`src/rtl/alu_arbiter.sv`:
```
// alu_arbiter
//   Shares the single combinational ALU of the MUSA core between two
//   requesters (0: execute stage, 1: branch/address unit). A combinational
//   round-robin arbiter picks at most one requester per cycle and drives
//   that requester's operands onto the ALU. The ALU result and flags are
//   captured on the following clock edge into a per-requester response
//   register. That register is held until the requester consumes it.
//
// Optional feature (macro ALU_ARB_LOCK_EN):
//   Adds req0_lock / req1_lock. A grant with lock set makes the arbiter
//   serve only that requester until it is granted again with lock clear.
//
// Ports:
//   clk, reset                  clock, asynchronous active-high reset
//   reqN_valid/op1/op2/func     request from requester N (not registered)
//   reqN_ready                  grant to N this cycle (combinational)
//   reqN_lock                   lock request (ALU_ARB_LOCK_EN only)
//   rspN_valid/result/flags     response register, flags = {ovf, zero, eq, above}
//   rspN_ready                  requester N consumes the response this cycle
//   alu_op1/op2/func            ALU operand drive, zero when idle
//   alu_result, alu_overflow, alu_zero, alu_equals, alu_above  ALU outputs
module alu_arbiter #(
  parameter int WIDTH  = 32,
  parameter int FUNC_W = 3
) (
  input  logic              clk,
  input  logic              reset,
  input  logic              req0_valid,
  input  logic [WIDTH-1:0]  req0_op1,
  input  logic [WIDTH-1:0]  req0_op2,
  input  logic [FUNC_W-1:0] req0_func,
  output logic              req0_ready,
  input  logic              req1_valid,
  input  logic [WIDTH-1:0]  req1_op1,
  input  logic [WIDTH-1:0]  req1_op2,
  input  logic [FUNC_W-1:0] req1_func,
  output logic              req1_ready,
`ifdef ALU_ARB_LOCK_EN
  input  logic              req0_lock,
  input  logic              req1_lock,
`endif
  output logic              rsp0_valid,
  output logic [WIDTH-1:0]  rsp0_result,
  output logic [3:0]        rsp0_flags,
  input  logic              rsp0_ready,
  output logic              rsp1_valid,
  output logic [WIDTH-1:0]  rsp1_result,
  output logic [3:0]        rsp1_flags,
  input  logic              rsp1_ready,
  output logic [WIDTH-1:0]  alu_op1,
  output logic [WIDTH-1:0]  alu_op2,
  output logic [FUNC_W-1:0] alu_func,
  input  logic [WIDTH-1:0]  alu_result,
  input  logic              alu_overflow,
  input  logic              alu_zero,
  input  logic              alu_equals,
  input  logic              alu_above
);

  typedef enum logic {EMPTY = 1'b0, FULL = 1'b1} slot_t;

  slot_t             slot0_p1, slot0_nxt;
  slot_t             slot1_p1, slot1_nxt;
  logic              last_grant_p1;
  logic [WIDTH-1:0]  rsp0_result_p1, rsp1_result_p1;
  logic [3:0]        rsp0_flags_p1, rsp1_flags_p1;
  logic              elig0, elig1;
  logic              allow0, allow1;
  logic              grant0, grant1;

`ifdef ALU_ARB_LOCK_EN
  logic locked_p1;
  logic lock_owner_p1;
`endif

  // ---- stage p0: eligibility, grant and ALU drive (combinational) ----
  always_comb begin
    allow0 = 1'b1;
    allow1 = 1'b1;
`ifdef ALU_ARB_LOCK_EN
    // While locked, the non-owner is masked out even if eligible.
    if (locked_p1) begin
      allow0 = (lock_owner_p1 == 1'b0);
      allow1 = (lock_owner_p1 == 1'b1);
    end
`endif
    // A full slot that is being consumed this cycle can accept a new result.
    elig0  = req0_valid && ((slot0_p1 == EMPTY) || rsp0_ready) && allow0;
    elig1  = req1_valid && ((slot1_p1 == EMPTY) || rsp1_ready) && allow1;
    grant0 = 1'b0;
    grant1 = 1'b0;
    if (!reset) begin
      if (elig0 && elig1) begin
        grant0 = last_grant_p1;
        grant1 = !last_grant_p1;
      end else begin
        grant0 = elig0;
        grant1 = elig1;
      end
    end
  end

  assign req0_ready = grant0;
  assign req1_ready = grant1;

  always_comb begin
    alu_op1  = '0;
    alu_op2  = '0;
    alu_func = '0;
    if (grant0) begin
      alu_op1  = req0_op1;
      alu_op2  = req0_op2;
      alu_func = req0_func;
    end else if (grant1) begin
      alu_op1  = req1_op1;
      alu_op2  = req1_op2;
      alu_func = req1_func;
    end
  end

  // Response slot next state: a grant always fills (or overwrites) the slot.
  always_comb begin
    slot0_nxt = slot0_p1;
    slot1_nxt = slot1_p1;
    if (grant0)
      slot0_nxt = FULL;
    else if ((slot0_p1 == FULL) && rsp0_ready)
      slot0_nxt = EMPTY;
    if (grant1)
      slot1_nxt = FULL;
    else if ((slot1_p1 == FULL) && rsp1_ready)
      slot1_nxt = EMPTY;
  end

  // ---- stage p1: response capture registers ----
  always_ff @(posedge clk or posedge reset) begin
    if (reset) begin
      slot0_p1       <= EMPTY;
      slot1_p1       <= EMPTY;
      last_grant_p1  <= 1'b1;
      rsp0_result_p1 <= '0;
      rsp1_result_p1 <= '0;
      rsp0_flags_p1  <= '0;
      rsp1_flags_p1  <= '0;
    end else begin
      slot0_p1 <= slot0_nxt;
      slot1_p1 <= slot1_nxt;
      if (grant0) begin
        rsp0_result_p1 <= alu_result;
        rsp0_flags_p1  <= {alu_overflow, alu_zero, alu_equals, alu_above};
        last_grant_p1  <= 1'b0;
      end else if (grant1) begin
        rsp1_result_p1 <= alu_result;
        rsp1_flags_p1  <= {alu_overflow, alu_zero, alu_equals, alu_above};
        last_grant_p1  <= 1'b1;
      end
    end
  end

`ifdef ALU_ARB_LOCK_EN
  // Only the owner can be granted while locked, so any grant simply
  // (re)loads the lock state from that requester's lock bit.
  always_ff @(posedge clk or posedge reset) begin
    if (reset) begin
      locked_p1     <= 1'b0;
      lock_owner_p1 <= 1'b0;
    end else if (grant0) begin
      locked_p1     <= req0_lock;
      lock_owner_p1 <= 1'b0;
    end else if (grant1) begin
      locked_p1     <= req1_lock;
      lock_owner_p1 <= 1'b1;
    end
  end
`endif

  assign rsp0_valid  = (slot0_p1 == FULL);
  assign rsp1_valid  = (slot1_p1 == FULL);
  assign rsp0_result = rsp0_result_p1;
  assign rsp1_result = rsp1_result_p1;
  assign rsp0_flags  = rsp0_flags_p1;
  assign rsp1_flags  = rsp1_flags_p1;

endmodule

```
`config.mk`:
```
export PLATFORM = sky130hd
export DESIGN_NAME = alu_arbiter
export DESIGN_NICKNAME = d
export VERILOG_FILES = /design/src/rtl/alu_arbiter.sv
export SDC_FILE = /design/constraint.sdc
export NUM_CORES = 1
export LEC_CHECK = 0
export CAP_MARGIN = 25
export CORE_AREA = 2 2 125 127
export CTS_CLUSTER_SIZE = 25
export DETAILED_ROUTE_END_ITERATION = 8
export DIE_AREA = 0 0 127 129
export GPL_TIMING_DRIVEN = 0
export HOLD_SLACK_MARGIN = 0.15
export PLACE_DENSITY_LB_ADDON = 0.25
export SYNTH_ARGS = -nofsm -noshare
export SYNTH_HDL_FRONTEND = slang
export SYNTH_SLANG_ARGS = --single-unit
```
`constraint.sdc`:
```
create_clock -name clk -period 7.18 [get_ports clk]
set_input_delay 1.077 -clock clk [delete_from_list [all_inputs] [get_ports clk]]
set_output_delay 1.077 -clock clk [all_outputs]
set_load 0.005 [all_outputs]
```
==> results.cfg <==
[status]
outcome = finished clean

[placement]
numPortBuffers = 317
place_area_um2 = 7850
dpl.hpwl_um = 14000
place_congestion = 0.875

[worst_setup_path]
arrival_ns = 3.30
crit_type = in2out
required_ns = 6.10
cp-start-kind = primary input
r2r_start = last_grant_p1$_DFFE_PP1P_
endpoint_kind = primary output
r2r-end = rsp1_result[11]$_DFFE_PP0P_
worst-path-max-fanout = 10
r2r_cells = 5
rrSetupSlack_ns = 5.44

[sta]
period_share_pct = 61.0
worstMarginPinSlew_ns = 0.732
fin_crit_ns = 4.38
grt_setup_unrepaired = false
max_freq_mhz = 228
hold_violations = 0
relSlewSlack_pct = 51.2
tns_ns = 0
slew_violations = 0
fin_skew_ns = 0.00715
finalSetupViolCount = 0

[clocking]
insertion_delay_ns = 0.33
cts-root-buf = clkbuf_16
clockBufferDepth = 2
cts.sinks = 75
cts_setup_buffers = 0
clk_pin_slew_ns = 0.05
cts_resized = 0
holdBufCountCts = 0
cts_buffers = 9
h-tree-depth = 3
tritoncts = yes

[die]
rows = 45
die-area_um2 = 16400
ios = 319
start_util_pct = 29.4
die_w_um = 127
die_y_um = 129
core_area_um2 = 15000

[logic_synthesis]
syn_avg_cell_area_um2 = 10.9
synth.distinct_cells = 21
synth_fp_nets = 581
synth.cell_area_um2 = 4410
ys_ff_latch = 75
ys_seq_area_share_pct = 42.6
yosysWarnings = 0
syn_inst = 405

[drt]
drt_first_pass_iters = 4
totalWireLength_um = 17100
ant_nets = 0
detail_route.drc_violations = 0
drt_iter0_markers = 156
wl_per_cell_um = 18.4
viasPerCell = 4.74
vias = 4409

[power_and_ir_drop]
p_per_area_nw_per_um2 = 220
ir_drop_mv = 0.174
leakagePower_uw = 0.00352

[finish]
ff_latch_area_um2 = 1880
finish.instance_area_um2 = 8150
n_fill_cell = 1339
area_delta_synth_final_pct = 84.9
multiInputGateArea_um2 = 2050
drive_above_1_share_pct = 18.4
fin_nets = 910

[grt]
first_global_vias = 4718
grt_use_total_pct = 20.3
grt_max_degree = 70
grt.overflow.total = 0
grt_pass1_wl_um = 25800
antenna_found_initial = 5

[min_path]
hp-class = reg2reg
min-delay-start = rsp1_result[29]$_DFFE_PP0P_
hold_path_depth = 1
hold_path_end = rsp1_result[29]$_DFFE_PP0P_

[job]
drv_cap = 0
## flip-flops by register name, summed over array words and instances (netlist names)
register       cells
rsp0_result       32
rsp1_valid         1
rsp0_valid         1
rsp1_flags         4
rsp0_flags         4
rsp1_result       32
last_grant_p1      1
## stage by stage
stage                     worst slack, ns  util [%]  hold slack, ns  total power (uW)  instances
after floorplan                      2.13         -           0.504               895        405
after global placement              0.563      52.2           0.489              1360        910
after detailed placement             2.77      52.4           0.492              1370        911
after CTS                            2.77      54.3           0.506              1820        927
after global routing                 2.64      54.4           0.513              1890        929
final                                2.80      54.4           0.501              1790        931
## routing by layer
layer	global-route usage, %	vias to the layer above	routed length, um
li1	-	2074	-
met1	22.1	2084	6340
met2	35.2	213	8350
met3	8.52	34	1850
met4	8.14	4	524
met5	0	-	23
## cell usage in the layout (no fill, tap or decap), drive strengths merged
cell type and instances:
dfstp 1, nand2 70, clkbuf 29, nand2b 3
o211ai 4, inv 71, a31o 1, clkdlybuf4s50 317
buf 22, diode 4, dfrtp 74, a21oi 1
nor2b 4, mux2 72, clkinvlp 1, o32ai 67
clkinv 2
## critical path: stages
cell	delay [ns]
clkdlybuf4s50_1	0.47
nand2b_1	0.20
o211ai_1	0.23
buf_2	0.26
buf_2	0.19
o32ai_1	0.25
clkdlybuf4s50_1	0.62
## cell usage after synthesis, drive strengths merged
master	instances	area share [%]
o211ai	4	0.79
a21oi	1	0.11
a31o	1	0.20
dfstp	1	0.60
nand2b	3	0.43
dfrtp	74	42
o32ai	67	17
mux2	72	21
buf	21	3.5
inv	71	6.0
clkbuf	16	1.4
nor2b	4	0.79
nand2	70	6.0
## report_power, final
| group | internal, uW | leakage, uW | total [uW] | switching, uW |
|---|---|---|---|---|
| logic | 510 | 0.00249 | 756 | 246 |
| registers | 543 | 0.000881 | 607 | 65.0 |
| clock network | 262 | 0.000142 | 428 | 166 |
| total | 1310 | 0.00352 | 1790 | 477 |
## area by class of cell
type	count	area share [%]
antenna	4	0.123
buffer	37	2.69
clock buffer	13	3.32
clock inverter	3	0.261
inverter	71	3.27
multi-input combinational	222	25.1
sequential	75	23.0
tap	188	2.89
timing repair buffer	318	39.3
## worst max path at each step
stage | startpoint | end | slack, ns
after global routing | req1_valid | alu_op2[4] | 2.64
after floorplan | reset | alu_func[0] | 2.13
after detailed placement | req1_valid | alu_op2[4] | 2.77
final | rsp0_ready | alu_op2[28] | 2.80
after global placement | reset | alu_op2[25] | 0.56
after CTS | req1_valid | alu_op2[4] | 2.77
## cell families after synthesis
family / share of synthesized area (%)
buffers and inverters: 10.9
DFF: 42.6
AOI/OAI and AO/OA: 17.8
and+or+nand+nor: 7.18
muxes: 21.5
Power figures use the tool's default switching activity.
==> patch 1 (config.mk and constraints unchanged) <==
Add a define of `ALU_ARB_LOCK_EN`.
--- a/src/rtl/alu_arbiter.sv
+++ b/src/rtl/alu_arbiter.sv
@@ -19,6 +19,8 @@
 //   rspN_ready                  requester N consumes the response this cycle
 //   alu_op1/op2/func            ALU operand drive, zero when idle
 //   alu_result, alu_overflow, alu_zero, alu_equals, alu_above  ALU outputs
+`define ALU_ARB_LOCK_EN
+
 module alu_arbiter #(
   parameter int WIDTH  = 32,
   parameter int FUNC_W = 3
Ports: changed (added req0_lock and req1_lock); port bits go from 319 to 321. No check against the original RTL was run, so the function may have changed too.
==> patch 1 against the unedited design <==
  * Fmax down 12%
  * Worst setup slack got worse by 620 ps
  * Final area decreased by 7.9%
  * Clock skew down 2.3 ps
  * Die area unchanged
  * Area after synthesis fell by 16%
  * Wire length is 10% lower
  * Final cell count shrank 16%
  * First-iteration DRC count shrank 38%
  * Global-route usage down 2.3 points
  * Sequential cell count is 2 higher
  * Power increased by 38%
  * Clock power grew 16%
==> patch 1: results (changes against the unedited design) <==
- CP peak stage delay: 530 ps (-90 ps)
- Maximum vdd drop: 195 µV (+12%)
- Critical-path maximum fanout: 45 (+35)
- Cell Area, Placed: 7170 µm² (-8.6%)
- Cells after DPL: 768 (-16%)
- CTS Buf Count: 9 (unchanged)
- Post-DP HPWL: 12700 µm (-8.9%)
- Post-CTS Setup Bufs: 0 (unchanged)
- Final Skew: 4.82 ps (-2.33 ps)
- Post-Route WL: 15400 µm (-10%)
- Syn nets: 437 (-25%)
- Leak: 3.04 nW (-14%)
- Storage element area: 1930 µm² (+2.7%)
- Gp weighted congestion: 0.833 (-4.8%)
- Largest net degree at the start of global routing: 46 (-34%)
- Detail-routed via count per cell: 4.65 (-1.8%)
- WL per Instance: 19.6 µm (+6.7%)
- ANT cells: 0 (-4)
- Distinct cells, synth: 25 (+19%)
- Port Buf Inserts: 320 (+0.95%)
- First-pass GRT wire length: 22600 µm (-12%)
- Slew @ Worst Pin: 446 ps (-286 ps)
- Initial DRC Count: 96 (-38%)
- GRT Total Usage: 18.0% (-2.3 points)
- Cells after synthesis: 259 (-36%)
- Worst r2r path cells: 6 (+1)
- Status: finished, final reports clean
- Fillers: 1324 (-1.1%)
- Commonest cells post-synth: dfrtp_1 (76), a22o_1 (67), mux2_2 (65)
- Initial antenna violation count: 1 (-4)
- Vias in the first global route: 3950 (-16%)
- Top Family by Delay on Critical Path: buffers and inverters
- Final setup viols: 0 (unchanged)
- Crit path DAT: 3920 ps (+620 ps)
- Sequential area share after synthesis: 52.0% (+9.4 points)
- Main area contributors after synthesis: dfrtp_1 (51%), mux2_2 (20%), a22o_1 (16%)
- Layout cells sized above 1: 19.0% (+0.56 points)
## patch 1: changes by cell type after synthesis, sizes merged, moves of 3 or more
cell    unedited run  this run
buf               21        24
a22o               0        67
o32ai             67         0
nand2             70         2
inv               71         1
o211ai             4         0
clkbuf            16         0
## patch 1: routing by layer
metal / vias to the layer above / share of wire (%) / track usage [%]
met5: - / 0.085 / 0
met4: 2 / 2.1 / 6.27
met3: 28 / 8.1 / 5.78
met2: 180 / 51 / 31.2
met1: 1782 / 38 / 21.0
li1: 1655 / - / -
## patch 1: final timing paths
path	end	start	slack, ps
max reg2reg	rsp1_result[13]	locked_p1	5320
max	alu_op2[3]	reset	2180
min	rsp1_result[26]	rsp1_result[26]	490
min reg2reg	rsp1_result[26]	rsp1_result[26]	490
max in group asynchronous	last_grant_p1	reset	5360
min in group asynchronous	rsp0_valid	reset	1220
## patch 1: report_power, final
group	internal, mW	total, mW	leakage [nW]	switching (mW)
Clock	0.324	0.497	0.166	0.174
Sequential	0.656	0.774	0.910	0.118
Combinational	0.829	1.21	1.96	0.379
## patch 1: cell families after synthesis
kind of cell / Yosys count / synth area share, %
muxes: 72 / 21.9
AOI/OAI and AO/OA: 71 / 16.7
buffers and inverters: 25 / 6.15
and+or+nand+nor: 14 / 3.21
DFF: 77 / 52.0
## patch 1: stage by stage
| step | worst slack [ps] | hold slack, ps | total power [mW] |
|---|---|---|---|
| floorplan | 2280 | 483 | 1.20 |
| global placement | 388 | 470 | 1.97 |
| detailed placement | 2090 | 475 | 2.00 |
| CTS | 2080 | 488 | 2.51 |
| global route | 1930 | 513 | 2.63 |
| finish | 2180 | 485 | 2.48 |
## patch 1: cell type report
type | count | share of cell area (%)
timing repair buffer | 321 | 43.0
sequential | 77 | 25.7
multi-input combinational | 157 | 20.6
clock buffer | 11 | 3.37
tap | 188 | 3.13
buffer | 24 | 2.98
clock inverter | 5 | 1.10
inverter | 1 | 0.0833
==> patch 2 (config.mk and constraints unchanged) <==
Made on the original files. Put one more register stage on the output `rsp0_flags`. The value now appears one clock later. The other outputs are not delayed to match.
--- a/src/rtl/alu_arbiter.sv
+++ b/src/rtl/alu_arbiter.sv
@@ -178,7 +178,9 @@
   assign rsp1_valid  = (slot1_p1 == FULL);
   assign rsp0_result = rsp0_result_p1;
   assign rsp1_result = rsp1_result_p1;
-  assign rsp0_flags  = rsp0_flags_p1;
+  always_ff @(posedge clk) begin
+    rsp0_flags <= rsp0_flags_p1;
+  end
   assign rsp1_flags  = rsp1_flags_p1;
 
 endmodule
Check against the original RTL: not equivalent (Yosys sat finds a counterexample within 4 cycles, from zero or initial values and one cycle with reset high).
==> patch 2 against the unedited design <==
  * Wire length shrank 4.2%
  * Sequential cell count rose by 4
  * Combinational power increased by 0.7%
  * Area after synthesis up 3.0%
  * Sequential share of layout area rose by 0.53 points
  * Worst setup slack gained 160 ps
  * Critical path depth shrank 1
  * Final cell count up 0.11%
  * Non-clock buffer count stayed put
  * Global-route usage fell by 1.3 points
  * Final area is 1.9% higher
  * Power rose by 5.4%
==> patch 2: results (changes against the unedited design) <==
- Top sig layer: met4
- Detail-routed via count per cell: 4.75 (+0.30%)
- Port Buf Inserts: 317 (unchanged)
- Root Buffer: clkbuf_16
- Hold Path Depth: 0 (-1)
- Vias in the first global route: 4587 (-2.8%)
- CP peak stage delay: 580 ps (-40 ps)
- Main area contributors after synthesis: dfrtp_1 (41%), mux2_4 (12%), mux2_2 (8.9%)
- Initial antenna violation count: 1 (-4)
- Final nets: 914 (+0.44%)
- Distinct cells, synth: 23 (+9.5%)
- Slew headroom: 67.6% (+16 points)
- Min-Delay Startpoint: rsp0_flags_p1[2]
- Fillers: 1336 (-0.22%)
- Met1 WL: 6250 µm (-1.6%)
- Leak: 3.58 nW (+1.8%)
- Syn nets: 585 (+0.69%)
- Initial DRC Count: 154 (-1.3%)
- Commonest cells post-synth: dfrtp_1 (74), nand2_1 (70), inv_1 (69)
- First-pass GRT wire length: 24600 µm (-4.6%)
- Hold Path Class: flop to flop
- Post-Route WL: 16400 µm (-4.2%)
- DR WL met2: 8130 µm (-2.6%)
- Layout cells sized above 1: 19.2% (+0.84 points)
- Post-DP HPWL: 13200 µm (-5.9%)
- Status: finished, final reports clean
- Routed wl met3: 1370 µm (-26%)
- Drt first pass iters: 4 (unchanged)
- Met3 Use GR: 6.20% (-2.3 points)
- Met2 Track Usage GR: 32.8% (-2.4 points)
- Reg clk slew, reported paths: around 60 ps
- Sequential area share after synthesis: 43.1% (+0.52 points)
- Reg-to-Reg Start: last_grant_p1
- Final Skew: 3.60 ps (-3.55 ps)
- Grt met1 use: 21.6% (-0.51 points)
- Maximum vdd drop: 174 µV (-0.50%)
- Worst r2r path cells: 5 (unchanged)
- Dpl ws: 2940 ps (+172 ps)
- Gp weighted congestion: 0.919 (+5.0%)
- Crit path DAT: 3140 ps (-160 ps)
- Worst setup path startpoint: rsp1_ready
- CTS Buf Count: 9 (unchanged)
- GRT Total Usage: 19.0% (-1.3 points)
- Largest net degree at the start of global routing: 63 (-10%)
- Synth async-reset ratio: 94.9% (-5.1 points)
[patch 2: cell type report]
class	instances	area [µm²]	share of cell area (%)
diodes	1	2.50	0.0301
plain buffers	37	231	2.79
clock buffers	10	229	2.76
clock inverters	6	95.1	1.14
inverters	70	263	3.16
multi-input cells	223	2090	25.2
flip-flops and latches	79	1960	23.6
well taps	188	235	2.83
repair buffers	318	3200	38.5
[patch 2: logic make-up (layout without fill, tap and decap cells)]
| family | count (synthesis) | in the layout | share of synthesized area, % |
|---|---|---|---|
| AO/OA/AOI/OAI | 72 | 72 | 18.1 |
| buffers and inverters | 107 | 441 | 10.8 |
| flip-flops | 79 | 79 | 43.1 |
| multiplexers | 72 | 72 | 20.8 |
| other | 0 | 1 | 0 |
| AND/OR/NAND/NOR | 79 | 79 | 7.14 |
[patch 2: through the flow]
stage	instance area [µm²]	util, %	instances
final	8310	55.5	932
after floorplan	4540	-	409
after CTS	8300	55.4	931
after global placement	7950	53.1	914
after global routing	8310	55.5	932
after detailed placement	7980	53.3	915
[patch 2: report_power, final]
group	total, mW	switching (mW)	internal [mW]
Clock	0.489	0.181	0.307
Combinational	0.761	0.248	0.513
Sequential	0.639	0.0681	0.571
Total	1.89	0.497	1.39
[patch 2: worst paths after layout]
| check | end | slack [ps] |
|---|---|---|
| worst max-delay path | alu_op1[10] | 2960 |
| worst min-delay path | rsp0_flags[2] | 370 |
| worst max register to register | rsp1_result[4] | 5500 |
| worst min register to register | rsp0_flags[2] | 370 |
| max in group asynchronous | rsp1_result[14] | 5690 |
| min in group asynchronous | rsp1_valid | 900 |
[patch 2: worst max-delay path: cells and delay by family]
family / cells / cell delay (ps)
AND/OR/NAND/NOR: 1 / 220
AO/OA/AOI/OAI: 2 / 570
buffers and inverters: 3 / 1270
